### src/rtl/request_arbiter_4.sv
// Four-requester round-robin arbiter with grant hold and registered outputs.
// Optional hold-timeout fairness is enabled by defining ARB_TIMEOUT_EN.
module request_arbiter_4 #(
  parameter int MAX_HOLD = 8
) (
  input  logic       clk,
  input  logic       rst_n,
  input  logic       en,
  input  logic [3:0] req,
  output logic [3:0] grant,
  output logic [1:0] grant_id,
  output logic       gs,
  output logic       idle
);

  typedef enum logic {S_IDLE, S_OWNED} state_t;

  if (MAX_HOLD < 2 || MAX_HOLD > 256) begin : g_bad_hold
    $error("MAX_HOLD must be in 2..256");
  end

  state_t     r_state;
  state_t     w_state_n;
  logic [1:0] r_last;
  logic [1:0] w_last_n;
  logic [3:0] r_grant;
  logic [1:0] r_grant_id;
  logic       r_gs;
  logic       r_idle;
  logic       w_idle_n;
  logic [3:0] w_grant_n;
  logic [1:0] w_grant_id_n;
  logic       w_gs_n;

  logic [3:0] w_req_m;
  logic [7:0] w_dbl;
  logic [1:0] w_start;
  logic [3:0] w_rot;
  logic [1:0] w_off;
  logic       w_found;
  logic [1:0] w_win;

`ifdef ARB_TIMEOUT_EN
  localparam int CW = $clog2(MAX_HOLD);
  localparam logic [CW-1:0] HOLD_LAST = CW'(MAX_HOLD - 1);
  logic [CW-1:0] r_cnt;
  logic [CW-1:0] w_cnt_n;
`endif

  // Rotating priority search starting after the last owner; owner masked out
  always_comb begin
    w_req_m = req & ~r_grant;
    w_dbl   = {w_req_m, w_req_m};
    w_start = r_last + 2'd1;
    w_rot   = w_dbl[w_start +: 4];
    w_found = 1'b1;
    w_off   = 2'd0;
    priority case (1'b1)
      w_rot[0]: w_off = 2'd0;
      w_rot[1]: w_off = 2'd1;
      w_rot[2]: w_off = 2'd2;
      w_rot[3]: w_off = 2'd3;
      default:  w_found = 1'b0;
    endcase
    w_win = w_start + w_off;
  end

  // Next-state, pointer and output decode
  always_comb begin
    w_state_n = r_state;
    w_last_n  = r_last;
    w_idle_n  = en && (r_state == S_IDLE) && (req == 4'b0000);
`ifdef ARB_TIMEOUT_EN
    w_cnt_n   = r_cnt;
`endif
    if (!en) begin
      w_state_n = S_IDLE;
`ifdef ARB_TIMEOUT_EN
      w_cnt_n   = '0;
`endif
    end else begin
      unique case (r_state)
        S_IDLE: begin
          if (w_found) begin
            w_state_n = S_OWNED;
            w_last_n  = w_win;
`ifdef ARB_TIMEOUT_EN
            w_cnt_n   = '0;
`endif
          end
        end
        S_OWNED: begin
          if (req[r_last]) begin
`ifdef ARB_TIMEOUT_EN
            if (r_cnt == HOLD_LAST) begin
              w_cnt_n = '0;
              if (w_found) w_last_n = w_win;
            end else begin
              w_cnt_n = r_cnt + 1'b1;
            end
`endif
          end else if (w_found) begin
            w_last_n = w_win;
`ifdef ARB_TIMEOUT_EN
            w_cnt_n  = '0;
`endif
          end else begin
            w_state_n = S_IDLE;
          end
        end
        default: w_state_n = S_IDLE;
      endcase
    end
    w_gs_n       = (w_state_n == S_OWNED);
    w_grant_n    = w_gs_n ? (4'b0001 << w_last_n) : 4'b0000;
    w_grant_id_n = w_gs_n ? w_last_n : 2'd0;
  end

  // State, pointer and registered outputs
  always_ff @(posedge clk) begin
    if (!rst_n) begin
      r_state    <= S_IDLE;
      r_last     <= 2'd3;
      r_grant    <= 4'b0000;
      r_grant_id <= 2'd0;
      r_gs       <= 1'b0;
      r_idle     <= 1'b0;
`ifdef ARB_TIMEOUT_EN
      r_cnt      <= '0;
`endif
    end else begin
      r_state    <= w_state_n;
      r_last     <= w_last_n;
      r_grant    <= w_grant_n;
      r_grant_id <= w_grant_id_n;
      r_gs       <= w_gs_n;
      r_idle     <= w_idle_n;
`ifdef ARB_TIMEOUT_EN
      r_cnt      <= w_cnt_n;
`endif
    end
  end

  assign grant    = r_grant;
  assign grant_id = r_grant_id;
  assign gs       = r_gs;
  assign idle     = r_idle;

endmodule

### config.mk
export PLATFORM = sky130hd
export DESIGN_NAME = request_arbiter_4
export DESIGN_NICKNAME = d
export VERILOG_FILES = /design/src/rtl/request_arbiter_4.sv
export SDC_FILE = /design/constraint.sdc
export NUM_CORES = 1
export LEC_CHECK = 0
export ABC_AREA = 1
export CAP_MARGIN = 30
export CORE_ASPECT_RATIO = 1.75
export CORE_MARGIN = 4
export CORE_UTILIZATION = 30
export DETAILED_ROUTE_END_ITERATION = 16
export PLACE_DENSITY_LB_ADDON = 0.05
export SLEW_MARGIN = 15
export SYNTH_ARGS = -nofsm -noshare
export SYNTH_HDL_FRONTEND = slang
export SYNTH_SLANG_ARGS = --single-unit
### constraint.sdc
create_clock -name clk -period 2.7 [get_ports clk]
set_input_delay 0.27 -clock clk [delete_from_list [all_inputs] [get_ports clk]]
set_output_delay 0.27 -clock clk [all_outputs]
set_load 0.05 [all_outputs]
==> flow_summary.json <==
{
  "antenna_cells": 0,
  "track_usage": 0.1386,
  "clk_pin_slew_ps": 50,
  "dpl.hpwl_mm": 1.592,
  "nets": 132,
  "pwr-share-comb": 0.658,
  "io_pins": 15,
  "swShare": 0.5231,
  "clockPowerShare": 0.152,
  "rows": 23,
  "routedWlPerCell_um": 12.47,
  "outcome": "complete, no violations",
  "routed_wl_mm": 1.846,
  "avgSynthCellArea_um2": 6.964,
  "io_buffers": 14,
  "syn-instance-count": 106,
  "synth_fp_nets": 114,
  "numCtsBuffers": 3,
  "worst_path_most_repeated_cell": "nand2_1",
  "worst-setup-path-type": "reg -> reg",
  "power_mw": 1.213,
  "critPathSlowestCell": "dfxtp_1",
  "cp.required_ps": 2830,
  "grt_pass1_vias": 751,
  "setup_viol": 0,
  "r2r_slack_ps": 410,
  "ir_worst_vdd_mv": 0.5415,
  "synth_top_family_by_area": "simple AND/OR/NAND/NOR gates",
  "final_common_cell": "nand2_1",
  "htreeDepth": 1,
  "netlist_area_um2": 738.2,
  "tns_ps": 0,
  "synth_seq_cells": 10,
  "clkLatencyLatePin_ps": 230,
  "worstPathMaxFanout": 11,
  "maxCapViolCount": 0,
  "ys_seq_area_frac": 0.2712,
  "clockBufferDepth": 2,
  "max-slew-margin-rel": 0.6639,
  "synth-compound-area-share": 0.05254,
  "synth_cell_types": 20,
  "cts.sinks": 10,
  "cts_hold_buf": 0,
  "whs_ps": 571.6,
  "globalplace.congestion": 0.8607,
  "gr-total-overflow": 0,
  "grt_pass1_wl_mm": 3.387,
  "cts_root_buf": "clkbuf_8",
  "synthMuxAreaShare": 0,
  "place_area_um2": 898.4,
  "drtIter0Drc": 10,
  "hold_violations": 0,
  "min_path_type": "reg -> reg",
  "initial_core_util": 0.3167,
  "drive_gt1_frac": 0.2276,
  "final_cell_area_um2": 953.4,
  "synthAdderAreaFrac": 0.01695,
  "post_cts_buffers": 0,
  "die_h_um": 73.62,
  "area_delta_synth_final_pct": 29.15,
  "cpPeakStageDelay_ps": 560,
  "power.density_mw_per_mm2": 1272,
  "path_buf_inv": 2,
  "fmax_mhz": 437.0,
  "vias_per_cell": 4.764,
  "slew_violations": 0,
  "period_share": 0.8475,
  "dr.pass1.iters": 4,
  "design.die.area_mm2": 0.003350,
  "cp_cell_sequence": "inv_2, nand3_1, nand3_2, nand2_4, nand3_1, a21oi_1, ha_1, xor2_1, nand2_1, nand3_1, nand2_1, nand2_1, nand2_1, inv_1, nor2_1",
  "tightest_slew_ps": 502.6,
  "pre_cts_ws_ps": 302.0,
  "switchingPower_mw": 0.6347,
  "grt_max_degree": 12,
  "power_leakage_nw": 0.4701,
  "crit_arrival_ps": 2420,
  "synth-xor-area-share": 0.01186,
  "ant_nets": 0,
  "antenna_found_initial": 0,
  "startpoint_type": "register",
  "post-route-min-period_ps": 2288,
  "drcViolationCount": 0,
  "cts_resized": 0,
  "cts_tree": "yes",
  "synthSimpleGateAreaFrac": 0.5508,
  "rsz0062_at_grt": "no",
  "seqPwrFrac": 0.190,
  "worstSetupEndpointType": "register",
  "layout_common_cells": "23 x nand2_1, 19 x nand3_1, 14 x clkdlybuf4s50_1",
  "intPower_mw": 0.5785,
  "die_x_um": 45.50,
  "num_vias": 705,
  "fp.coreArea_mm2": 0.002331,
  "worst_clock_skew_ps": 0.4620,
  "cpLargestDelayFamily": "simple AND/OR/NAND/NOR gates",
  "yosys_warnings": 0,
  "setup_slack_ps": 411.7
}
[logic make-up after synthesis]
family	Yosys count
adder cells (fa/ha/maj)	1
AO/OA/AOI/OAI	5
XOR/XNOR	1
buffers and inverters	17
flip-flops	10
AND/OR/NAND/NOR	72
[per-layer routing]
layer | track usage | wire length [um] | vias to the layer above
li1 | - | - | 367
met1 | 0.1503 | 682 | 321
met2 | 0.2457 | 1082 | 13
met3 | 0.01225 | 43 | 4
met4 | 0.08143 | 38 | 0
met5 | 0 | 0 | -
[Yosys cell counts (all sizes together)]
master,instances,area [um2]
nand2,36,192.7
nand3,24,145.1
inv,16,60.06
dfxtp,10,200.2
nor2,10,56.31
a21oi,3,26.28
buf,1,11.26
ha,1,12.51
nor4,1,6.260
o211ai,1,7.510
o21ai,1,5.000
or2,1,6.260
xor2,1,8.760
[tightest hold or removal path: stages, from the launching register on]
cell and delay, ps:
dfxtp_1 350, inv_1 60, nand2_1 70, nor4_1 40
[path summary, 6_finish.rpt]
check	startpoint	endpoint	depth (start not counted)
setup / recovery	r_last[0]	grant[0]	15
hold / removal	gs	idle	3
setup reg to reg	r_last[0]	grant[0]	15
hold reg to reg	gs	idle	3
[stage by stage]
stage / util / cells
final: 0.4090 / 148
after global routing: 0.4090 / 148
after floorplan: - / 106
after global placement: 0.3854 / 144
after detailed placement: 0.3854 / 144
after CTS: 0.4090 / 148
[flip-flops by register name (all words and copies together) (netlist names)]
| name | flops |
|---|---|
| idle | 1 |
| grant_id | 2 |
| gs | 1 |
| grant | 4 |
| r_last | 2 |
[area by class of cell]
class	instances	area, um2
sequential	10	200.2
inverter	16	60.06
tap	25	31.28
timing repair buffer	14	140.1
multi-input combinational	79	466.7
clock buffer	4	55.05
fill	256	1378
[power by group through the flow]
stage / registers, mW / logic [mW] / clock network, mW
2_1_floorplan: 0.291 / 0.585 / 0
3_3_place_gp: 0.231 / 0.799 / 0
3_5_place_dp: 0.232 / 0.809 / 0
4_1_cts: 0.229 / 0.814 / 0.192
5_1_grt: 0.237 / 0.895 / 0.199
6_report: 0.230 / 0.798 / 0.185
Power figures use the tool's default switching activity.
